File: src/rtl/cl_pkg.sv
// Shared encodings for the multicycle count-leading/trailing custom instruction.
package cl_pkg;

  // Operation select carried on the n port.
  typedef enum logic [1:0] {
    CL_MODE_CLO = 2'd0,
    CL_MODE_CLZ = 2'd1,
    CL_MODE_CTO = 2'd2,
    CL_MODE_CTZ = 2'd3
  } cl_mode_e;

  // Sequencer states.
  typedef enum logic [1:0] {
    CL_IDLE = 2'd0,
    CL_SCAN = 2'd1,
    CL_DONE = 2'd2
  } cl_state_e;

endpackage

File: src/rtl/cl_chunk_count.sv
// Combinational leading-ones counter over one CHUNK-bit slice.
module cl_chunk_count
  import cl_pkg::*;
#(
  parameter int CHUNK = 8
) (
  input  logic [CHUNK-1:0]       bits,
  output logic [$clog2(CHUNK):0] ones
);

  localparam int OW = $clog2(CHUNK) + 1;

  logic stop;

  // Walk from the MSB, counting ones until the first zero.
  always_comb begin
    ones = '0;
    stop = 1'b0;
    for (int unsigned i = 0; i < CHUNK; i++) begin
      if (!stop) begin
        if (bits[CHUNK-1-i]) begin
          ones = ones + OW'(1);
        end else begin
          stop = 1'b1;
        end
      end
    end
  end

endmodule

File: src/rtl/count_leading_multi.sv
// Nios II multicycle custom instruction: CLO/CLZ/CTO/CTZ, scanning CHUNK bits
// per enabled cycle and terminating early at the first chunk with a zero.
module count_leading_multi
  import cl_pkg::*;
#(
  parameter int WIDTH = 32,
  parameter int CHUNK = 8
) (
  input  logic             clk,
  input  logic             reset,
  input  logic             clk_en,
  input  logic             start,
  input  logic [WIDTH-1:0] dataa,
  input  logic [1:0]       n,
  output logic             done,
  output logic [WIDTH-1:0] result
);

  localparam int NCHUNK = WIDTH / CHUNK;
  localparam int CW     = $clog2(WIDTH) + 1;
  localparam int IW     = (NCHUNK > 1) ? $clog2(NCHUNK) : 1;
  localparam int OW     = $clog2(CHUNK) + 1;

  cl_state_e        state_q, state_d;
  logic [WIDTH-1:0] shift_q, shift_d;
  logic [CW-1:0]    count_q, count_d;
  logic [IW-1:0]    idx_q, idx_d;
  logic             done_q, done_d;
  logic [WIDTH-1:0] result_q, result_d;

  logic [WIDTH-1:0] rev;
  logic [WIDTH-1:0] norm;
  logic [OW-1:0]    chunk_ones;
  logic [CW-1:0]    scan_sum;
  logic             chunk_full;
  logic             last_chunk;

  // Map every mode onto a leading-ones count of the loaded operand.
  always_comb begin
    rev = '0;
    for (int unsigned i = 0; i < WIDTH; i++) begin
      rev[i] = dataa[WIDTH-1-i];
    end
    case (cl_mode_e'(n))
      CL_MODE_CLO: norm = dataa;
      CL_MODE_CLZ: norm = ~dataa;
      CL_MODE_CTO: norm = rev;
      CL_MODE_CTZ: norm = ~rev;
      default:     norm = dataa;
    endcase
  end

  cl_chunk_count #(
    .CHUNK (CHUNK)
  ) u_chunk (
    .bits (shift_q[WIDTH-1 -: CHUNK]),
    .ones (chunk_ones)
  );

  assign scan_sum   = count_q + CW'(chunk_ones);
  assign chunk_full = (chunk_ones == OW'(CHUNK));
  assign last_chunk = (idx_q == IW'(NCHUNK - 1));

  // Next-state and datapath update; nothing moves while clk_en is low.
  always_comb begin
    state_d  = state_q;
    shift_d  = shift_q;
    count_d  = count_q;
    idx_d    = idx_q;
    done_d   = done_q;
    result_d = result_q;
    if (clk_en) begin
      case (state_q)
        CL_IDLE: begin
          if (start) begin
            shift_d = norm;
            count_d = '0;
            idx_d   = '0;
            state_d = CL_SCAN;
          end
        end
        CL_SCAN: begin
          count_d = scan_sum;
          if (chunk_full && !last_chunk) begin
            shift_d = shift_q << CHUNK;
            idx_d   = idx_q + IW'(1);
          end else begin
            result_d = WIDTH'(scan_sum);
            done_d   = 1'b1;
            state_d  = CL_DONE;
          end
        end
        CL_DONE: begin
          done_d  = 1'b0;
          state_d = CL_IDLE;
        end
        default: begin
          done_d  = 1'b0;
          state_d = CL_IDLE;
        end
      endcase
    end
  end

  // State register; reset overrides clk_en and abandons any operation.
  always_ff @(posedge clk) begin
    if (reset) begin
      state_q  <= CL_IDLE;
      shift_q  <= '0;
      count_q  <= '0;
      idx_q    <= '0;
      done_q   <= 1'b0;
      result_q <= '0;
    end else begin
      state_q  <= state_d;
      shift_q  <= shift_d;
      count_q  <= count_d;
      idx_q    <= idx_d;
      done_q   <= done_d;
      result_q <= result_d;
    end
  end

  assign done   = done_q;
  assign result = result_q;

endmodule

File: config.mk
export PLATFORM = sky130hd
export DESIGN_NAME = count_leading_multi
export DESIGN_NICKNAME = d
export VERILOG_FILES = /design/src/rtl/cl_pkg.sv /design/src/rtl/cl_chunk_count.sv /design/src/rtl/count_leading_multi.sv
export SDC_FILE = /design/constraint.sdc
export NUM_CORES = 1
export LEC_CHECK = 0
export CORE_MARGIN = 8
export CORE_UTILIZATION = 52
export DETAILED_ROUTE_END_ITERATION = 8
export GPL_ROUTABILITY_DRIVEN = 1
export PLACE_DENSITY_LB_ADDON = 0.15
export SYNTH_ARGS = -nofsm -noshare
export SYNTH_HDL_FRONTEND = slang
export SYNTH_HIERARCHICAL = 1
export SYNTH_SLANG_ARGS = --single-unit
File: constraint.sdc
create_clock -name clk -period 5.4 [get_ports clk]
set_input_delay 1.08 -clock clk [delete_from_list [all_inputs] [get_ports clk]]
set_output_delay 1.08 -clock clk [all_outputs]
set_load 0.01 [all_outputs]
; Yosys cells after proc, flatten, opt, wreduce, memory -nomap -nowiden
; Cells that the tools add are included.
[totals]
reg_bits = 49
input_bits = 38
out_inout_bits = 33
elab_cells = 80
[op_classes]
add_sub_neg = 9
eq_ne = 9
muxes = 42
n_bitwise = 4
n_reduce_logical = 10
[op_table]
columns = cell, count
row1 = 32-bit one-hot mux with 4 select lines, 1
row2 = 32-bit 2-to-1 mux, 2
row3 = 32-bit NOT, 2
row4 = 32-bit one-hot mux with 2 select lines, 1
row5 = 4-bit 2-to-1 mux, 14
row6 = 4-bit by 1-bit adder with 4-bit output (second input constant), 7
row7 = 1-bit 2-to-1 mux, 15
row8 = 6-bit one-hot mux with 2 select lines, 1
row9 = 3-bit AND reduction, 4
row10 = 2-bit 2-to-1 mux, 4
row11 = 2-bit one-hot mux with 2 select lines, 2
row12 = 6-bit by 4-bit adder with 6-bit output, 1
row13 = 2-bit equality test (second input constant), 3
row14 = 6-bit 2-to-1 mux, 1
row15 = 2-bit inequality test (second input constant), 3
row16 = 2-bit by 1-bit equality test with 1-bit output (second input constant), 2
row17 = 4-bit equality test (second input constant), 1
row18 = 2-bit logical NOT, 2
row19 = 4-bit AND reduction, 1
row20 = 2-bit by 1-bit adder with 2-bit output (second input constant), 1
row21 = 1-bit NOT, 2
row22 = 1-bit one-hot mux with 2 select lines, 1
row23 = 2-bit nonzero test, 1
row24 = 1-bit logical AND, 1
row25 = 1-bit logical NOT, 1

; Logic depth before layout (Yosys ltp)
; Gate-level depths: netlist of the first run.
[logic_depth]
depth_word = 26
depth_mapped = 21
mapped_depth_nobuf = 20

; By module
; Netlist of the first run, hierarchy kept.
[modules_own_cells]
columns = module, n_inst, cells_each, area_per_inst_um2, seq_area_each_um2
row1 = count_leading_multi, 1, 373, 3084.2, 980.9
row2 = cl_chunk_count, 1, 52, 329.1, 0.0

; Worst setup path before layout of the first run
; OpenSTA, ideal clock, no wires.
[synth_timing]
path_kind = register to register
from = register shift_q[30]
to = register result_q[5] (netlist: result[5])
setup_ps = 86
arrival_ps = 4296
required_time_ps = 5314
slack_ps = 1019
path_stages_with_launch = 21
n_path_buf = 0
synth_period_minus_slack_ps = 4381
cell_sequence = dfxtp_1 > inv_1 > o21a_1 > ha_1 > o21a_1 > ha_1 > nand2_1 > nand2_1 > ha_1 > mux2i_1 > o21ai_0 > ha_1 > and3b_1 > o21ai_1 > mux2i_1 > mux2i_1 > ha_1 > and3_1 > a221o_1 > xnor2_1 > a211oi_1
[synth_via]
elab_chain_len = 24
word_cells_on_any_way = 32
cone_classes = add/sub: 7 / eq/ne: 1 / mux: 21 / bitwise: 1 / reduce/logical: 2
[synth_rtl]
columns = element, line
row1 = start: declaration, count_leading_multi.sv:25  ; logic [WIDTH-1:0] shift_q, shift_d;
row2 = start signal: assignment, count_leading_multi.sv:116  ; shift_q <= shift_d;
row3 = 4-bit 2-to-1 mux, cl_chunk_count.sv:21  ; if (bits[CHUNK-1-i]) begin
row4 = 4-bit 2-to-1 mux, cl_chunk_count.sv:20  ; if (!stop) begin
row5 = 4-bit by 1-bit adder with 4-bit output, cl_chunk_count.sv:22  ; ones = ones + OW'(1);
row6 = 4-bit 2-to-1 mux, cl_chunk_count.sv:21
row7 = 4-bit 2-to-1 mux, cl_chunk_count.sv:20
row8 = 4-bit by 1-bit adder with 4-bit output, cl_chunk_count.sv:22
row9 = 4-bit 2-to-1 mux, cl_chunk_count.sv:21
row10 = 4-bit 2-to-1 mux, cl_chunk_count.sv:20
row11 = (+6 left out), n/a
row12 = 4-bit by 1-bit adder with 4-bit output, cl_chunk_count.sv:22
row13 = 4-bit 2-to-1 mux, cl_chunk_count.sv:21
row14 = 4-bit 2-to-1 mux, cl_chunk_count.sv:20
row15 = 4-bit by 1-bit adder with 4-bit output, cl_chunk_count.sv:22
row16 = 4-bit 2-to-1 mux, cl_chunk_count.sv:21
row17 = 4-bit 2-to-1 mux (*), cl_chunk_count.sv:20
row18 = net chunk_ones[2], count_leading_multi.sv:33  ; logic [OW-1:0] chunk_ones;
row19 = "parallel branches: the longest is 4 deep, another holds 6-bit by 4-bit adder with 6-bit output", n/a
row20 = end signal: assignment, count_leading_multi.sv:120  ; result_q <= result_d;
row21 = end: declaration, count_leading_multi.sv:29  ; logic [WIDTH-1:0] result_q, result_d;
; Mark *: on every way through the listed nets, which the timed path passes.
; A chain may end at the register's enable or synchronous reset.

; Worst setup path after layout of the first run
; Same ends and word-level chain as after synthesis.

==> results of run 1 <==
## logic make-up (layout without fill, tap and decap cells)
logic type | count (synthesis) | count (layout) | share of synthesized area [%]
XOR/XNOR | 13 | 13 | 3.34
adder cells (fa/ha/maj) | 10 | 10 | 3.89
AO/OA/AOI/OAI | 101 | 101 | 19.9
other | 1 | 26 | 0.110
buffers and inverters | 68 | 65 | 12.6
AND/OR/NAND/NOR | 146 | 146 | 20.6
flip-flops | 49 | 49 | 28.7
multiplexers | 37 | 37 | 10.9
## stage by stage
stage	util (%)	area (um2)	setup WS (ns)
2_1_floorplan	-	3510	1.02
3_3_place_gp	58.0	3680	0.824
3_5_place_dp	58.0	3680	0.609
4_1_cts	59.4	3770	0.598
5_1_grt	59.4	3770	0.298
6_report	59.4	3770	0.560
## power groups by stage
stage	Combinational, mW	Clock [mW]	Sequential, mW
2_1_floorplan	0.143	0	0.398
3_3_place_gp	0.172	0	0.402
3_5_place_dp	0.174	0	0.403
4_1_cts	0.175	0.226	0.395
5_1_grt	0.196	0.243	0.398
6_report	0.176	0.223	0.395
## cells in the final DEF (no fill, tap or decap), types with 3 or more instances in the layout
master	n
sky130_fd_sc_hd__nor3_1	24
sky130_fd_sc_hd__a211oi_1	5
sky130_fd_sc_hd__a31oi_1	3
sky130_fd_sc_hd__nand3_1	12
sky130_fd_sc_hd__o31ai_1	4
sky130_fd_sc_hd__o21ai_0	7
sky130_fd_sc_hd__clkdlybuf4s50_1	43
sky130_fd_sc_hd__clkbuf_8	5
sky130_fd_sc_hd__nor2_1	31
sky130_fd_sc_hd__conb_1	26
sky130_fd_sc_hd__nand2b_1	8
sky130_fd_sc_hd__xnor2_1	12
sky130_fd_sc_hd__buf_4	5
sky130_fd_sc_hd__a21oi_1	40
sky130_fd_sc_hd__a311oi_1	23
sky130_fd_sc_hd__a21boi_0	3
sky130_fd_sc_hd__dfxtp_1	49
sky130_fd_sc_hd__inv_1	8
sky130_fd_sc_hd__nand3b_1	5
sky130_fd_sc_hd__mux2i_1	37
sky130_fd_sc_hd__nand2_1	51
sky130_fd_sc_hd__and3_1	3
sky130_fd_sc_hd__a22oi_1	3
sky130_fd_sc_hd__ha_1	9
## layout make-up
class | count | area (um2) | share of cell area [%]
Tap cell | 77 | 96.3 | 2.55
Inverter | 8 | 30.0 | 0.796
Sequential cell | 49 | 981 | 26.0
Clock inverter | 3 | 22.5 | 0.597
Multi-Input combinational cell | 333 | 2100 | 55.7
Timing Repair Buffer | 49 | 473 | 12.5
Clock buffer | 5 | 68.8 | 1.82
## state kept, by name (all words and copies together), names as in the netlist
name     flops
done         1
count_q      6
shift_q     32
idx_q        2
state_q      2
result       6
## routing by layer
metal	vias up	global-route usage (%)	wire length (um)
met5	-	0	0
met3	2	4.55	352
li1	1515	-	-
met2	68	26.1	3880
met1	1431	22.9	3910
met4	0	3.20	25
## worst max-delay path by stage
stage | end | from | depth (start not counted)
detailed placement | result[5] | shift_q[30] | 20
finish | result[5] | shift_q[30] | 20
CTS | result[5] | shift_q[30] | 20
global placement | result[5] | shift_q[30] | 20
global route | result[5] | shift_q[30] | 20
floorplan | result[5] | shift_q[30] | 20
## worst register-to-register path: stages (launching register included)
cell and delay, ns:
sky130_fd_sc_hd__dfxtp_1 0.39, sky130_fd_sc_hd__inv_1 0.07, sky130_fd_sc_hd__o21a_1 0.19, sky130_fd_sc_hd__ha_1 0.31
sky130_fd_sc_hd__o21a_1 0.22, sky130_fd_sc_hd__ha_1 0.32, sky130_fd_sc_hd__nand2_1 0.07, sky130_fd_sc_hd__nand2_1 0.05
sky130_fd_sc_hd__ha_1 0.31, sky130_fd_sc_hd__mux2i_1 0.18, sky130_fd_sc_hd__o21ai_0 0.12, sky130_fd_sc_hd__ha_1 0.21
sky130_fd_sc_hd__and3b_1 0.18, sky130_fd_sc_hd__o21ai_1 0.16, sky130_fd_sc_hd__mux2i_1 0.24, sky130_fd_sc_hd__mux2i_1 0.47
sky130_fd_sc_hd__ha_1 0.37, sky130_fd_sc_hd__and3_1 0.18, sky130_fd_sc_hd__a221o_1 0.35, sky130_fd_sc_hd__xnor2_1 0.15
sky130_fd_sc_hd__a211oi_1 0.22
==> results.yml, run 1 <==
yosys:
  yosys_warnings: 6
  synth_enable_flop_cells: 0
  synth_area_per_cell_um2: 8.03
  yosys.area.top_type_share_pct: 28.7
  netlist_top_cells_area: "sky130_fd_sc_hd__dfxtp_1, sky130_fd_sc_hd__mux2i_1, sky130_fd_sc_hd__buf_4"
  synthDominantAreaCellType: "sky130_fd_sc_hd__dfxtp_1"
  synthesized_instance_count: 425
  synth-seq-area-share_pct: 28.7
  ys_dominant_reg_cell: "sky130_fd_sc_hd__dfxtp_1"
  fraction_of_registers_with_async_set_or_reset_after_synthesis_pct: 0
  synth.distinct_cells: 48
  synthTopCellsByCount: "sky130_fd_sc_hd__nand2_1, sky130_fd_sc_hd__dfxtp_1, sky130_fd_sc_hd__a21oi_1"
  yosys.cell_count.top_type: "sky130_fd_sc_hd__nand2_1"
  postSynthRegisterBits: 49
  post_synth_instance_area_mm2: 0.00341
global_routing:
  grt_first_pass_wirelength_um: 13700
  via_count_of_the_first_global_routing_pass: 2828
  pin_count_of_the_biggest_net_entering_global_routing: 57
  groute.usage.overall_pct: 16.9
  initial_antenna_violation_count: 0
  grt.overflow.total: 0
setup_path:
  worst_path_largest_cell_delay_ns: 0.47
  regToRegSetupSlack_ns: 0.56
  crit_path_cell_trace: "inv_1 -> o21a_1 -> ha_1 -> o21a_1 -> ha_1 -> nand2_1 -> nand2_1 -> ha_1 -> mux2i_1 -> o21ai_0 -> ha_1 -> and3b_1 -> o21ai_1 -> mux2i_1 -> mux2i_1 -> ha_1 -> and3_1 -> a221o_1 -> xnor2_1 -> a211oi_1"
  critical_path.slowest_cell: "sky130_fd_sc_hd__mux2i_1"
  path_buf_inv: 1
  critical_path.top_delay_family: "adder cells"
  critical_path.reg2reg.endpoint: "result[5]"
  critPathLaunchType: "flop"
  criticalPathCategory: "flop to flop"
  cp-end-kind: "flop"
  crit_path_frequent_cell: "sky130_fd_sc_hd__ha_1"
  worst_ep_required_time_ns: 5.63
  worstPathMaxFanout: 5
  r2r.worst_path.cells: 20
  rr_startpoint: "shift_q[30]"
  timing.critical_path.arrival_ns: 5.07
power_and_ir_drop:
  powerDensity_mw_per_mm2: 211
  finalPower_mw: 0.794
  p_sw_share_pct: 30.8
  power.net_switching_mw: 0.245
  max-vdd-ir-drop_mv: 0.123
  share_of_power_burned_in_combinational_logic_pct: 22.2
  total_leakage_power_nw: 1.43
  share_seq_of_total_power_pct: 49.8
  clock_power_share_pct: 28.0
  internal-power_mw: 0.549
floorplanning:
  boundaryPins: 71
  die_x_um: 97.0
  effective_utilization_at_floorplan_pct: 53.8
  floorplan.die_area_mm2: 0.00941
  die_height_um: 97.0
  row_count: 29
  core_mm2: 0.00635
clock_network:
  cts_sinks: 49
  cts_tree: "built"
  cts.repair_timing.setup_buffer_count: 0
  htree_num_levels: 2
  cts.hold.buffers_added: 0
  root_buffer: "sky130_fd_sc_hd__clkbuf_8"
  clk_pin_slew_ns: 0.10
  cts-resized-gates: 0
  worstSkewPairLatency_ns: 0.31
  clock_path_buffers: 2
  tritoncts.num_buffers: 5
cells_and_area:
  antenna_cells_inserted: 0
  post_route_cells_drive_above_1_share_pct: 4.25
  num-fill-cells: 599
  area_delta_synth_final_pct: 10.5
  final-instance-count-excl-fill: 524
  nets: 494
routing:
  routed_wl_um: 8160
  detail-route-antenna-nets: 0
  post_drt_wl_per_cell_um: 15.6
  detailedRoute.firstIterationViolations: 184
  drt-pass1-iter-count: 4
  vias_per_cell: 5.76
  vias: 3016
  remaining_drc_errors: 0
placed_design:
  placed_cells: 516
  gp_routability_congestion: 0.883
  port_buffers: 44
  detail_placement_hpwl_um: 5820
sta:
  final.hold.worst_slack_ns: 0.460
  clock-skew-final_ns: 0.0116
  grt_setup_unrepaired: "no"
  timing_max_transition_violations_final: 0
  timing.final.crit_share_pct: 89.6
  fin_crit_ns: 4.84
  max-slew-margin-rel_pct: 37.1
  hold_viol_final: 0
  worst-slew-pin-transition_ns: 0.943
  setup-tns-final_ns: 0
  max_freq_mhz: 207
  setup_viol: 0
worst_hold_path:
  min-delay-path-class: "flop to flop"
  min_delay_worst_endpoint: "shift_q[7]"
  worstHoldPathCells: 2
  hold_path.startpoint: "shift_q[7]"
run:
  maxCapViolations: 0
run_status:
  run_status: "finished clean"
No activity file was read; power rests on OpenSTA's default activity.
==> inputs of run 2 (changes only) <==
- TNS_END_PERCENT: default -> 1
==> results of run 2 <==
Same layout as run 1: the final DEF is identical, and so are final timing and power.
==> inputs of run 3 (changes only) <==
- CORE_UTILIZATION: 52 -> 56
- clock period: 5.4 -> 5.85 ns (I/O delays scaled with it)
==> run 3 against run 2 <==
Against the previous run: wire length fell by 1.3%; flip-flop and latch count is the same; register-to-register slack better by 0.50 ns; cell count down 0.38%; non-clock buffer count is the same; critical path depth unchanged; maximum frequency grew 1.1%; utilization grew 4.7 points; worst hold slack hardly changed; largest power group unchanged.
==> results.yml, run 3 (synthesis gave the netlist of run 1 again) <==
cells_and_area:
  nets: 494
  post_route_cells_drive_above_1_share_pct: 4.03
  layout.cells.most_common: "sky130_fd_sc_hd__nand2_1"
  antenna_cells_inserted: 0
  largest_register_ffs: 32
  area_delta_synth_final_pct: 11.1
  final_core_utilization_pct: 64.1
  largest-register: "shift_q"
  layout_common_cells: "sky130_fd_sc_hd__nand2_1, sky130_fd_sc_hd__dfxtp_1, sky130_fd_sc_hd__clkdlybuf4s50_1"
  final-instance-count-excl-fill: 522
routing:
  post_drt_wl_per_cell_um: 15.4
  drt-pass1-iter-count: 4
  routed_wl_um: 8060
  vias: 3011
  detailedRoute.firstIterationViolations: 190
  vias_per_cell: 5.77
  detail-route-antenna-nets: 0
  remaining_drc_errors: 0
setup_path:
  rr_startpoint: "shift_q[30]"
  crit_start: "shift_q[30]"
  worstPathMaxFanout: 5
  timing.critical_path.arrival_ns: 5.02
  cp-end-kind: "flop"
  worst_ep_required_time_ns: 6.08
  critPathLaunchType: "flop"
  criticalPathCategory: "flop to flop"
global_routing:
  initial_antenna_violation_count: 0
  met3_usage_pct: 4.32
  pin_count_of_the_biggest_net_entering_global_routing: 57
  groute.usage.overall_pct: 18.4
  globalRouteMet1Util_pct: 23.9
  grt_first_pass_wirelength_um: 13200
  via_count_of_the_first_global_routing_pass: 2748
  globalRoute.busiestLayer: "met2"
  use_met2_pct: 29.3
  grt.overflow.total: 0
power_and_ir_drop:
  power.net_switching_mw: 0.217
  clock_power_share_pct: 32.4
  total_leakage_power_nw: 1.44
  finalPower_mw: 0.778
  powerDensity_mw_per_mm2: 205
  p_sw_share_pct: 27.9
  max-vdd-ir-drop_mv: 0.146
  share_of_power_burned_in_combinational_logic_pct: 20.7
  internal-power_mw: 0.561
  share_seq_of_total_power_pct: 46.9
sta:
  fin_crit_ns: 4.79
  worst-slew-pin-transition_ns: 0.947
  clock-skew-final_ns: 0.00914
  hold_viol_final: 0
  max_freq_mhz: 209
  timing.final.crit_share_pct: 81.9
  timing_max_transition_violations_final: 0
  final.setup.worst_slack_ns: 1.06
  grt_setup_unrepaired: "no"
  setup-tns-final_ns: 0
  max-slew-margin-rel_pct: 36.9
  setup_viol: 0
clock_network:
  cts_sinks: 49
  tritoncts.num_buffers: 5
  htree_num_levels: 2
  cts.repair_timing.setup_buffer_count: 0
  worstSkewPairLatency_ns: 0.31
  root_buffer: "sky130_fd_sc_hd__clkbuf_8"
  clk_pin_slew_ns: 0.09
  cts-resized-gates: 0
  cts_tree: "built"
  clock_path_buffers: 2
  cts.hold.buffers_added: 0
placed_design:
  pre_cts_slack_ns: 1.13
  gp_routability_congestion: 0.905
  port_buffers: 44
  detail_placement_hpwl_um: 5740
  placed_cells: 514
floorplanning:
  die_height_um: 94.1
  core_mm2: 0.00592
  floorplan.die_area_mm2: 0.00885
  effective_utilization_at_floorplan_pct: 57.7
  die_x_um: 94.1
  row_count: 28
  boundaryPins: 71
worst_hold_path:
  min-delay-path-class: "flop to flop"
  hold_path.startpoint: "shift_q[0]"
run_status:
  run_status: "finished clean"
run:
  maxCapViolations: 0
## run 3: cell types whose count changed in the layout (fill, tap and decap cells not counted)
cell,previous run,this run
sky130_fd_sc_hd__clkbuf_1,0,1
sky130_fd_sc_hd__clkbuf_8,5,6
sky130_fd_sc_hd__bufinv_16,0,1
sky130_fd_sc_hd__clkinv_2,1,0
sky130_fd_sc_hd__clkinv_4,2,0
## run 3: layer usage
layer	part of all wire, %	up-vias	routed length, um
li1	-	1519	-
met1	46	1414	3740
met2	47	69	3770
met3	5.3	9	429
met4	1.4	0	112
met5	0	-	0
## run 3: per-stage QoR
| step | hold slack [ns] | cell area, um2 |
|---|---|---|
| after CTS | 0.459 | 3790 |
| after detailed placement | 0.447 | 3680 |
| after global placement | 0.440 | 3680 |
| after global routing | 0.469 | 3790 |
| final | 0.460 | 3790 |
| after floorplan | 0.432 | 3510 |
## run 3: layout make-up
type / instances / area [um2]
inverters: 8 / 30.0
flip-flops and latches: 49 / 981
multi-input cells: 333 / 2100
well taps: 75 / 93.8
clock inverters: 1 / 30.0
clock buffers: 7 / 86.3
repair buffers: 49 / 473
fillers: 536 / 2130
## run 3: worst max-delay path, stage by stage (launching register included)
cell	delay, ns
sky130_fd_sc_hd__dfxtp_1	0.39
sky130_fd_sc_hd__inv_1	0.07
sky130_fd_sc_hd__o21a_1	0.19
sky130_fd_sc_hd__ha_1	0.31
sky130_fd_sc_hd__o21a_1	0.22
sky130_fd_sc_hd__ha_1	0.31
sky130_fd_sc_hd__nand2_1	0.06
sky130_fd_sc_hd__nand2_1	0.05
sky130_fd_sc_hd__ha_1	0.31
sky130_fd_sc_hd__mux2i_1	0.18
sky130_fd_sc_hd__o21ai_0	0.12
sky130_fd_sc_hd__ha_1	0.22
sky130_fd_sc_hd__and3b_1	0.17
sky130_fd_sc_hd__o21ai_1	0.14
sky130_fd_sc_hd__mux2i_1	0.25
sky130_fd_sc_hd__mux2i_1	0.47
sky130_fd_sc_hd__ha_1	0.37
sky130_fd_sc_hd__and3_1	0.18
sky130_fd_sc_hd__a221o_1	0.35
sky130_fd_sc_hd__xnor2_1	0.13
sky130_fd_sc_hd__a211oi_1	0.21
## run 3: power by group through the flow
| stage | Clock, mW | Combinational [mW] | Sequential [mW] |
|---|---|---|---|
| floorplan | 0 | 0.132 | 0.368 |
| global placement | 0 | 0.157 | 0.372 |
| detailed placement | 0 | 0.160 | 0.372 |
| CTS | 0.255 | 0.161 | 0.365 |
| global route | 0.269 | 0.179 | 0.368 |
| finish | 0.252 | 0.161 | 0.365 |
## run 3: final timing paths
kind,end,slack (ns),cells past startpoint
max,result[5],1.06,20
max reg2reg,result[5],1.06,20
min,shift_q[0],0.46,2
min reg2reg,shift_q[0],0.46,2
